**config.mk**
```make
export PLATFORM = sky130hd
export DESIGN_NAME = subreg_tim_meas
export DESIGN_NICKNAME = d
export VERILOG_FILES = /design/src/rtl/subreg_tim_meas.sv
export SDC_FILE = /design/constraint.sdc
export NUM_CORES = 1
export LEC_CHECK = 0
export ABC_AREA = 1
export CAP_MARGIN = 0
export CORE_UTILIZATION = 30
export DETAILED_ROUTE_END_ITERATION = 16
export PLACE_DENSITY_LB_ADDON = 0.3
export REMOVE_ABC_BUFFERS = 1
export SETUP_SLACK_MARGIN = 0.5
export SLEW_MARGIN = 25
export SYNTH_ARGS = -nofsm -noshare
export SYNTH_HDL_FRONTEND = slang
export SYNTH_SLANG_ARGS = --single-unit
```
**constraint.sdc**
```tcl
create_clock -name CK_i -period 8.2 [get_ports CK_i]
set_clock_uncertainty 0.1 [all_clocks]
set_input_delay 1.23 -clock CK_i [delete_from_list [all_inputs] [get_ports CK_i]]
set_output_delay 1.23 -clock CK_i [all_outputs]
set_load 0.1 [all_outputs]
```
**src/rtl/subreg_tim_meas.sv**
```systemverilog
// Pulse-train window meter: counts pulses and tracks the min/max pulse-to-pulse
// gap over a GATE_i-long window of enabled cycles, publishing results on DONE_o.
module subreg_tim_meas #(
    parameter int C_PERIOD_W = 31
) (
    input  logic                  CK_i,
    input  logic                  XARST_i,
    input  logic                  EN_CK_i,
    input  logic                  RST_i,
    input  logic                  PULSE_i,
    input  logic [C_PERIOD_W-1:0] GATE_i,
    output logic [C_PERIOD_W-1:0] PULSE_N_o,
    output logic [C_PERIOD_W-1:0] GAP_MIN_o,
    output logic [C_PERIOD_W-1:0] GAP_MAX_o,
    output logic                  REGULAR_o,
    output logic                  OVF_o,
    output logic                  DONE_o
);

    localparam logic [C_PERIOD_W-1:0] ONE     = C_PERIOD_W'(1);
    localparam logic [C_PERIOD_W-1:0] CNT_MAX = '1;

    typedef enum logic {ST_IDLE, ST_RUN} state_t;

    state_t                state;
    logic [C_PERIOD_W-1:0] gate_q, pos_q, cnt_q, gap_q, min_q, max_q;
    logic                  gap_valid_q, any_q, ovf_q;

    logic                  start, closes, sat, any_b, ovf_b, any_n, ovf_n, last, regular_n;
    logic [C_PERIOD_W-1:0] gate_eff, pos_b, cnt_b, min_b, max_b;
    logic [C_PERIOD_W-1:0] cnt_n, min_n, max_n, gap_n;

    // The "_b" values are the window tracking state as seen by this cycle: a
    // window-start cycle sees cleared tracking and the freshly sampled GATE_i.
    always_comb begin
        // NOTE: every signal here is assigned on every path, so no latch is inferred.
        start    = (state == ST_IDLE);
        gate_eff = start ? GATE_i : gate_q;
        pos_b    = start ? '0 : pos_q;
        cnt_b    = start ? '0 : cnt_q;
        min_b    = start ? '0 : min_q;
        max_b    = start ? '0 : max_q;
        any_b    = start ? 1'b0 : any_q;
        ovf_b    = start ? 1'b0 : ovf_q;

        closes = PULSE_i && gap_valid_q;
        sat    = gap_valid_q && !PULSE_i && (gap_q >= CNT_MAX - ONE);

        cnt_n  = cnt_b + C_PERIOD_W'(PULSE_i);
        min_n  = (closes && (!any_b || gap_q < min_b)) ? gap_q : min_b;
        max_n  = (closes && (!any_b || gap_q > max_b)) ? gap_q : max_b;
        any_n  = any_b | closes;
        ovf_n  = ovf_b | sat;
        last   = (pos_b == gate_eff - ONE);
        regular_n = any_n && ((max_n - min_n) <= ONE);

        if (PULSE_i)
            gap_n = ONE;
        else if (!gap_valid_q)
            gap_n = '0;
        else if (gap_q == CNT_MAX)
            gap_n = CNT_MAX;
        else
            gap_n = gap_q + ONE;
    end

    // NOTE: sequential state uses non-blocking assignments so every register
    // updates from the pre-edge values regardless of statement order.
    always_ff @(posedge CK_i or negedge XARST_i) begin
        if (!XARST_i) begin
            state       <= ST_IDLE;
            gate_q      <= '0;
            pos_q       <= '0;
            cnt_q       <= '0;
            gap_q       <= '0;
            min_q       <= '0;
            max_q       <= '0;
            gap_valid_q <= 1'b0;
            any_q       <= 1'b0;
            ovf_q       <= 1'b0;
            PULSE_N_o   <= '0;
            GAP_MIN_o   <= '0;
            GAP_MAX_o   <= '0;
            REGULAR_o   <= 1'b0;
            OVF_o       <= 1'b0;
            DONE_o      <= 1'b0;
        end else begin
            DONE_o <= 1'b0;
            if (EN_CK_i) begin
                if (RST_i) begin
                    // Abandon the window; published results stay as they are.
                    state       <= ST_IDLE;
                    pos_q       <= '0;
                    cnt_q       <= '0;
                    gap_q       <= '0;
                    min_q       <= '0;
                    max_q       <= '0;
                    gap_valid_q <= 1'b0;
                    any_q       <= 1'b0;
                    ovf_q       <= 1'b0;
                end else if (gate_eff != '0) begin
                    gap_q       <= gap_n;
                    gap_valid_q <= gap_valid_q | PULSE_i;
                    if (last) begin
                        PULSE_N_o <= cnt_n;
                        GAP_MIN_o <= min_n;
                        GAP_MAX_o <= max_n;
                        REGULAR_o <= regular_n;
                        OVF_o     <= ovf_n;
                        DONE_o    <= 1'b1;
                        state     <= ST_IDLE;
                    end else begin
                        state  <= ST_RUN;
                        gate_q <= gate_eff;
                        pos_q  <= pos_b + ONE;
                        cnt_q  <= cnt_n;
                        min_q  <= min_n;
                        max_q  <= max_n;
                        any_q  <= any_n;
                        ovf_q  <= ovf_n;
                    end
                end
            end
        end
    end

endmodule

```
======== After elaboration in Yosys (flattened, before gate mapping) ========
Index checks and enable logic that the tools add are counted.
storage, ports and cells
  output and inout bits ................... 96
  bits in registers ....................... 286
  logic and storage cells ................. 90
  input bits .............................. 36
cells by class
  multiplexer cells ....................... 41
  reduce and logical (&&, ||, !) cells .... 16
  bitwise operators ....................... 5
  order comparisons ....................... 4
  equal/unequal tests ..................... 3
  $add $sub $neg .......................... 5
operators with widths
  cell                                                                                number
  31-bit two-way mux                                                                  24
  31-bit by 1-bit adder with 31-bit output (second input constant)                    2
  31-bit by 1-bit adder with 31-bit output                                            1
  31-bit equality test                                                                1
  31-bit equality test (second input constant)                                        1
  31-bit greater-or-equal comparator (second input constant)                          1
  31-bit greater-than comparator                                                      1
  31-bit by 1-bit less-or-equal comparator with 1-bit output (second input constant)  1
  31-bit less-than comparator                                                         1
  31-bit nonzero test                                                                 1
  31-bit by 1-bit subtractor with 31-bit output (second input constant)               1
  31-bit subtractor                                                                   1
  1-bit two-way mux                                                                   17
  4-bit AND reduction                                                                 2
  1-bit logical AND                                                                   6
  1-bit OR                                                                            3
  3-bit AND reduction                                                                 1
  1-bit zero test                                                                     2
  1-bit logical OR                                                                    2
  2-bit != test (second input constant)                                               1
  1-bit inverter                                                                      2
  2-bit AND reduction                                                                 1
  2-bit nonzero test                                                                  1

======== Logic depth before layout (Yosys ltp) ========
Gate-level depths: netlist (run 1).
  depth after elaboration ................. 8
  gate-level depth with buffers ........... 47
  depth with buffers taken out ............ 36

======== Worst setup path before layout (run 1) ========
No wires, ideal clock.
  kind .................................... register -> register
  start point ............................. register state
  end point ............................... register REGULAR_o
  data arrival time ....................... 6209 ps
  setup slack ............................. 1824 ps
  stages on the path, launching flop included .. 45
  data required time ...................... 8032 ps
  clock period less this slack ............ 6376 ps
  cell sequence ........................... dfrtp_1 buf_6 buf_6 buf_8 buf_8 buf_8 buf_2 buf_2 buf_1 buf_2 buf_1 buf_1 buf_1 nand2_1 ha_1 nand2_1 inv_1 a21oi_1 [... 9 more ...] buf_1 nand2_1 o21ai_0 inv_1 ha_1 a21oi_1 inv_1 a31oi_1 o221ai_1 a221oi_1 nand2_1 nand2_1 nand3_1 nor2_1 nand2_1 nor2_1 nand3_1 nand2_1
on the way
  cells in the longest elaborated chain, start to end .. 8
ends and longest elaborated chain
  item                                                               RTL line  RTL
  start, declared                                                    25        state_t state;
  start signal, assigned                                             71        state <= ST_IDLE;
  start signal, assigned                                             92        state <= ST_IDLE;
  start signal, assigned                                             111       state <= ST_IDLE;
  31-bit two-way mux or 1-bit two-way mux (tied branches)            42, 43
  31-bit greater-than comparator or 1-bit zero test (tied branches)  51        max_n = (closes && (!any_b || gap_q > max_b)) ? gap_q : max_b;
  1-bit logical OR                                                   51
  1-bit logical AND                                                  51
  31-bit two-way mux (*)                                             51
  net max_n[15]                                                      31        logic [C_PERIOD_W-1:0] cnt_n, min_n, max_n, gap_n;
  31-bit subtractor (*)                                              55        regular_n = any_n && ((max_n - min_n) <= ONE);
  31-bit by 1-bit less-or-equal comparator with 1-bit output (*)     55
  1-bit logical AND (*)                                              55
  end signal, assigned                                               108       REGULAR_o <= regular_n;
  end, declared                                                      15        output logic REGULAR_o,
The timed path passes the listed nets; every way through them passes the cells marked *.
A chain may end at the register's enable or synchronous reset.

======== Worst setup path in the final report (run 1) ========
  start point ............................. register state
  end point ............................... register REGULAR_o
on the way
  cells in the longest elaborated chain, start to end .. 8
ends and longest elaborated chain
  item                                                        RTL line  RTL
  31-bit two-way mux (tied with other cells)                  42        max_b = start ? '0 : max_q;
  31-bit greater-than comparator (tied with other cells)      51
  1-bit logical OR (on tied branches)                         51, 50
  1-bit logical AND (on tied branches)                        51, 50
  31-bit two-way mux (on tied branches)                       51, 50
  31-bit subtractor                                           55
  31-bit by 1-bit less-or-equal comparator with 1-bit output  55
  1-bit logical AND                                           55
Several ways; a longest one is shown, not always the timed one.

==> results of run 1 <==
-- worst paths after layout --
check	startpoint	end	slack [ps]	cells after the start
worst max-delay path	state	REGULAR_o	2170	33
worst min-delay path	gate_q[11]	gate_q[11]	370	2
worst max register to register	state	REGULAR_o	2170	33
worst min register to register	gate_q[11]	gate_q[11]	370	2
max in group asynchronous	XARST_i	cnt_q[13]	5930	2
min in group asynchronous	XARST_i	GAP_MIN_o[12]	610	1
-- logic make-up after synthesis --
kind of cell	count (synthesis)	share of synthesized area
simple gates	1224	0.269
compound gates	585	0.164
buf+inv	405	0.0915
flops	286	0.367
xor+xnor	102	0.0458
fa+ha+maj	98	0.0632
-- through the flow --
step / power [mW] / hold WS [ps] / area [µm²] / instances / util
4_1_cts: 3.98 / 374 / 22600 / 3662 / 0.352
6_report: 3.92 / 371 / 22600 / 3662 / 0.352
5_1_grt: 4.14 / 399 / 22600 / 3662 / 0.352
2_1_floorplan: 2.03 / 342 / 18800 / 2593 / -
3_3_place_gp: 2.28 / 355 / 21400 / 3599 / 0.333
3_5_place_dp: 2.28 / 359 / 21400 / 3599 / 0.333
-- area by class of cell --
type	instances	area [µm²]
Tap cell	855	1070
Clock inverter	17	210
Inverter	298	1120
Clock buffer	46	1010
Multi-Input combinational cell	2009	10600
Timing Repair Buffer	151	1490
Sequential cell	286	7160
Fill cell	6924	41700
-- sequential cells by signal, indices dropped and copies added, names as in the netlist, 31 cells and up --
name,cells
GAP_MIN_o,31
min_q,31
max_q,31
gate_q,31
PULSE_N_o,31
GAP_MAX_o,31
pos_q,31
cnt_q,31
gap_q,31
-- power groups by stage --
stage	clock [mW]	combinational, mW	sequential [mW]
2_1_floorplan	0	0.507	1.52
3_3_place_gp	0	0.765	1.52
3_5_place_dp	0	0.763	1.52
4_1_cts	1.72	0.766	1.50
5_1_grt	1.77	0.866	1.50
6_report	1.67	0.764	1.50
-- worst min-delay path: stages (launching register included) --
cell and delay [ps]:
dfrtp_1 340, nand2_1 50, nand2_1 50
-- placed cells by master, fill, tap and decap left out, types with 6 or more instances in the layout --
| master | n |
|---|---|
| xnor2_1 | 31 |
| a31oi_1 | 10 |
| o21a_1 | 11 |
| a21oi_1 | 80 |
| nand2_2 | 6 |
| inv_2 | 8 |
| xor2_1 | 71 |
| clkbuf_16 | 37 |
| o211ai_1 | 10 |
| inv_1 | 283 |
| buf_4 | 18 |
| o21bai_1 | 6 |
| a21o_1 | 6 |
| nor4_1 | 14 |
| nor2_1 | 206 |
| o21ai_1 | 200 |
| nand3b_1 | 6 |
| nand4_1 | 44 |
| nor3_1 | 37 |
| nor2_2 | 8 |
| nor3_2 | 9 |
| ha_1 | 97 |
| o21ai_0 | 189 |
| o21ai_2 | 21 |
| nand3_1 | 109 |
| nand2_1 | 752 |
| clkdlybuf4s50_1 | 130 |
| dfrtp_1 | 285 |
| o22ai_1 | 40 |
-- routing by layer --
layer  up-vias  global-route usage
met5         -                   0
met1      8329               0.248
met2       324               0.300
met3        69              0.0226
met4         0              0.0450
li1       9066                   -
==> flow_summary.yaml, run 1 <==
pwr:
  seqPwrFrac: 0.381
  pwr-share-comb: 0.195
  p_switching_mw: 1.23
  vdd_ir_drop_max_mv: 0.108
  p_int_mw: 2.69
  clkPwrFrac: 0.424
  powerDensity_mw_per_mm2: 173
  p_leak_nw: 10.5
  p_sw_frac: 0.314
logic_synthesis:
  synthCells: 2700
  async_reset_ff_frac: 1.00
  yosys-top-cells-area: "dfrtp_1 37%, nand2_1 15%, ha_1 6.2%"
  yosysWarnings: 0
  synth.ff_latch_count: 286
  synth_area_mm2: 0.0195
  yosys_most_used_dff: "dfrtp_1"
  synth-edff-count: 0
  synth.most_common_cell: "nand2_1"
  synth_common_cells: "754 x nand2_1, 286 x dfrtp_1, 284 x inv_1"
  syn_area_per_cell_um2: 7.22
  ys_seq_area_frac: 0.367
  post_synth_num_cell_types: 58
  synth_top_area_share: 0.367
  synth_top_cell_by_area: "dfrtp_1"
setup_path:
  startpoint_type: "flop"
  max_stage_delay_ps: 870
  cp-end-kind: "flop"
  crit_path_max_fanout: 58
  cp_top_family: "simple AND/OR/NAND/NOR gates"
  crit_slowest_cell: "dfrtp_4"
  cpMostUsedCell: "nand2_1"
  critical_path_class: "flop to flop"
  arrival_ps: 6410
  worst-path-buf-inv: 4
  required_ps: 8590
place:
  post-place-ws_ps: 2160
  gp_congestion: 0.920
  dp_hpwl_um: 43300
  io_buffers: 131
global_route:
  globalRouteTotalUtil: 0.181
  antenna_found_initial: 0
  gr-total-overflow: 0
  first_global_vias: 17500
  grt_max_degree: 101
  grt_pass1_wl_um: 97100
timing:
  timing.fmax_mhz: 166
  worst_slew_pin_slew_ps: 1040
  tns_ps: 0
  setup_ws_ps: 2170
  min_period_ps: 6030
  relSlewSlack: 0.303
  finalHoldViolCount: 0
  finalCritPeriodShare: 0.735
  finalSetupViolations: 0
  rsz0062_at_grt: "no"
  drv_slew: 0
cells_and_area:
  area_delta_synth_final_pct: 16.1
  drive_gt1_frac: 0.0574
  layout.nets: 2916
  antenna_cells: 0
detailed_routing:
  met1_length_um: 28300
  met2_length_um: 27700
  vias: 17800
  wl_met3_um: 2180
  drt_iter0_drc: 1265
  vias_per_cell: 4.86
  wire_per_inst_um: 16.2
  first_pass_iters: 6
  routed.top_layer: "met4"
  ant_nets: 0
  wl_um: 59400
  drt_drc_violations_left: 0
clock_network:
  post_cts_buffers: 0
  cts_max_level: 2
  holdBufCountCts: 0
  clock_path_buffers: 3
  clkLatencyLatePin_ps: 570
  cts_tree: "yes"
  cts.repair.resized: 0
  root_buffer: "clkbuf_16"
  clkTransAtPathRegs_ps: 60
  cts_num_sinks: 286
  numCtsBuffers: 36
floorplanning:
  rows: 93
  io_pins: 132
  die_x_um: 257
  die_y_um: 257
  start_util: 0.303
  dieArea_mm2: 0.0660
  core_mm2: 0.0643
min_path:
  hold_path_class: "flop to flop"
run:
  drv_cap: 0
status:
  status: "completed"
No activity file was read; power rests on OpenSTA's default activity.
==> run 2, diff against run 1 <==
==> constraint.sdc (replaced) <==
create_clock -name CK_i -period 6 [get_ports CK_i]
set_clock_uncertainty 0.1 [all_clocks]
set_input_delay 0.9 -clock CK_i [delete_from_list [all_inputs] [get_ports CK_i]]
set_output_delay 0.9 -clock CK_i [all_outputs]
set_load 0.1 [all_outputs]
==> run 2 against run 1 <==
The run now ends with DRC left. Critical endpoint unchanged. Global-route usage increased by 0.25 points. Critical path depth shrank 8. Hold slack got worse by 130 ps. Register-to-register slack worse by 1300 ps. Combinational power is 43% higher. Sequential power rose by 36%. Critical path type unchanged.
==> flow_summary.yaml, run 2 (synthesis results as in run 1) <==
detailed_routing:
  vias_per_cell: 4.85
  drt_iter0_drc: 1407
  wl_um: 60300
  first_pass_iters: 11
  vias: 17900
  wire_per_inst_um: 16.3
  ant_nets: 0
  drt_drc_violations_left: 2
status:
  violations: "DRC"
  status: "finished with violations"
clock_network:
  root_buffer: "clkbuf_16"
  cts_max_level: 2
  clock_path_buffers: 3
  cts_tree: "yes"
  cts_num_sinks: 286
  numCtsBuffers: 38
  clkLatencyLatePin_ps: 570
  clkTransAtPathRegs_ps: 60
pwr:
  p_total_mw: 5.64
  p_leak_nw: 10.7
  vdd_ir_drop_max_mv: 0.166
  powerDensity_mw_per_mm2: 244
global_route:
  grt_pass1_wl_um: 97800
  grt_max_degree: 136
  globalRouteTotalUtil: 0.183
  gr-total-overflow: 0
  first_global_vias: 17600
  antenna_found_initial: 0
cells_and_area:
  layout_common_cells: "752 x nand2_1, 285 x dfrtp_1, 283 x inv_1, 205 x nor2_1, 200 x o21ai_1"
  final_common_cell: "nand2_1"
  utilization: 0.360
  antenna_cells: 0
  layout.nets: 2946
  fin_area_mm2: 0.0231
  area_delta_synth_final_pct: 18.6
  drive_gt1_frac: 0.0700
  instances_no_fill: 3696
floorplanning:
  dieArea_mm2: 0.0660
  core_mm2: 0.0643
  start_util: 0.303
  die_y_um: 257
  rows: 93
  die_x_um: 257
  io_pins: 132
timing:
  min_period_ps: 5120
  relSlewSlack: 0.299
  finalHoldViolCount: 0
  finalCritPeriodShare: 0.854
  drv_slew: 0
  timing.fmax_mhz: 195
  rsz0062_at_grt: "no"
  worst_slew_pin_slew_ps: 1050
  holdWs_ps: 245
  finalSetupViolations: 0
setup_path:
  setup.worst_path.end: "REGULAR_o"
  arrival_ps: 5530
  required_ps: 6400
  cp-end-kind: "flop"
  cpMostUsedCell: "nand2_1"
  startpoint_type: "flop"
  worstReg2RegStart: "state"
  ff2ff_setup_slack_ps: 880
  critical_path_class: "flop to flop"
  r2r_end: "REGULAR_o"
  crit_slowest_cell: "dfrtp_4"
  rr_worst_depth: 25
  crit_path_max_fanout: 34
  max_stage_delay_ps: 510
  startpoint: "state"
place:
  gp_congestion: 0.962
  dp_hpwl_um: 44200
  dp.cells: 3623
  io_buffers: 131
  place_area_mm2: 0.0216
run:
  drv_cap: 0
min_path:
  hold_path_class: "primary input to asynchronous set/reset pin"
## run 2: changes by cell type in the layout (fill, tap and decap cells not counted), sizes merged
cell	before	now
bufinv	4	7
clkinv	12	15
clkinvlp	4	5
clkbuf	46	47
inv	295	293
buf	21	49
## run 2: timing repair
item,CTS,global route
setup endpoints to repair,2,182
gates resized for setup,0,5
buffers inserted,1,3
hold buffers,0,0
## run 2: worst min path at each step
| stage | to | startpoint |
|---|---|---|
| 2_1_floorplan | gate_q[10] | gate_q[10] |
| 3_3_place_gp | gate_q[21] | gate_q[21] |
| 3_5_place_dp | gate_q[10] | gate_q[10] |
| 4_1_cts | max_q[11] | XARST_i |
| 5_1_grt | GAP_MIN_o[10] | XARST_i |
| 6_report | GAP_MIN_o[11] | XARST_i |
## run 2: cell type report
type,instances,area (µm²)
fill,6898,41200
inverter,298,1120
timing repair buffer,179,1790
clock inverter,22,332
clock buffer,47,1070
sequential,286,7160
multi-input combinational,2009,10600
tap,855,1070
## run 2: report_power, final
group	internal, mW	total, mW	leakage (nW)	switching (mW)
registers	2.00	2.04	3.92	0.0401
clock network	1.57	2.52	0.671	0.946
logic	0.345	1.09	6.16	0.744
## run 2: worst max-delay path, delay by kind of cell, from the launching register on
family	cells	cell delay (ps)
AO/OA/AOI/OAI	5	1520
XOR/XNOR	1	200
adder cells (fa/ha/maj)	2	650
buffers and inverters	4	680
flip-flops	1	510
AND/OR/NAND/NOR	13	1370
## run 2: metrics by stage
step	setup TNS [ps]	worst slack (ps)
after floorplan	-371620	-1830
after global placement	0	315
after detailed placement	0	382
after CTS	0	557
after global routing	0	498
final	0	875
## run 2: routing by layer
metal  track usage  vias up  part of all wire
met5             0        -                 0
met4        0.0385        0             0.018
met3        0.0291       73             0.043
met2         0.298      359              0.46
met1         0.255     8376              0.48
li1              -     9131                 -
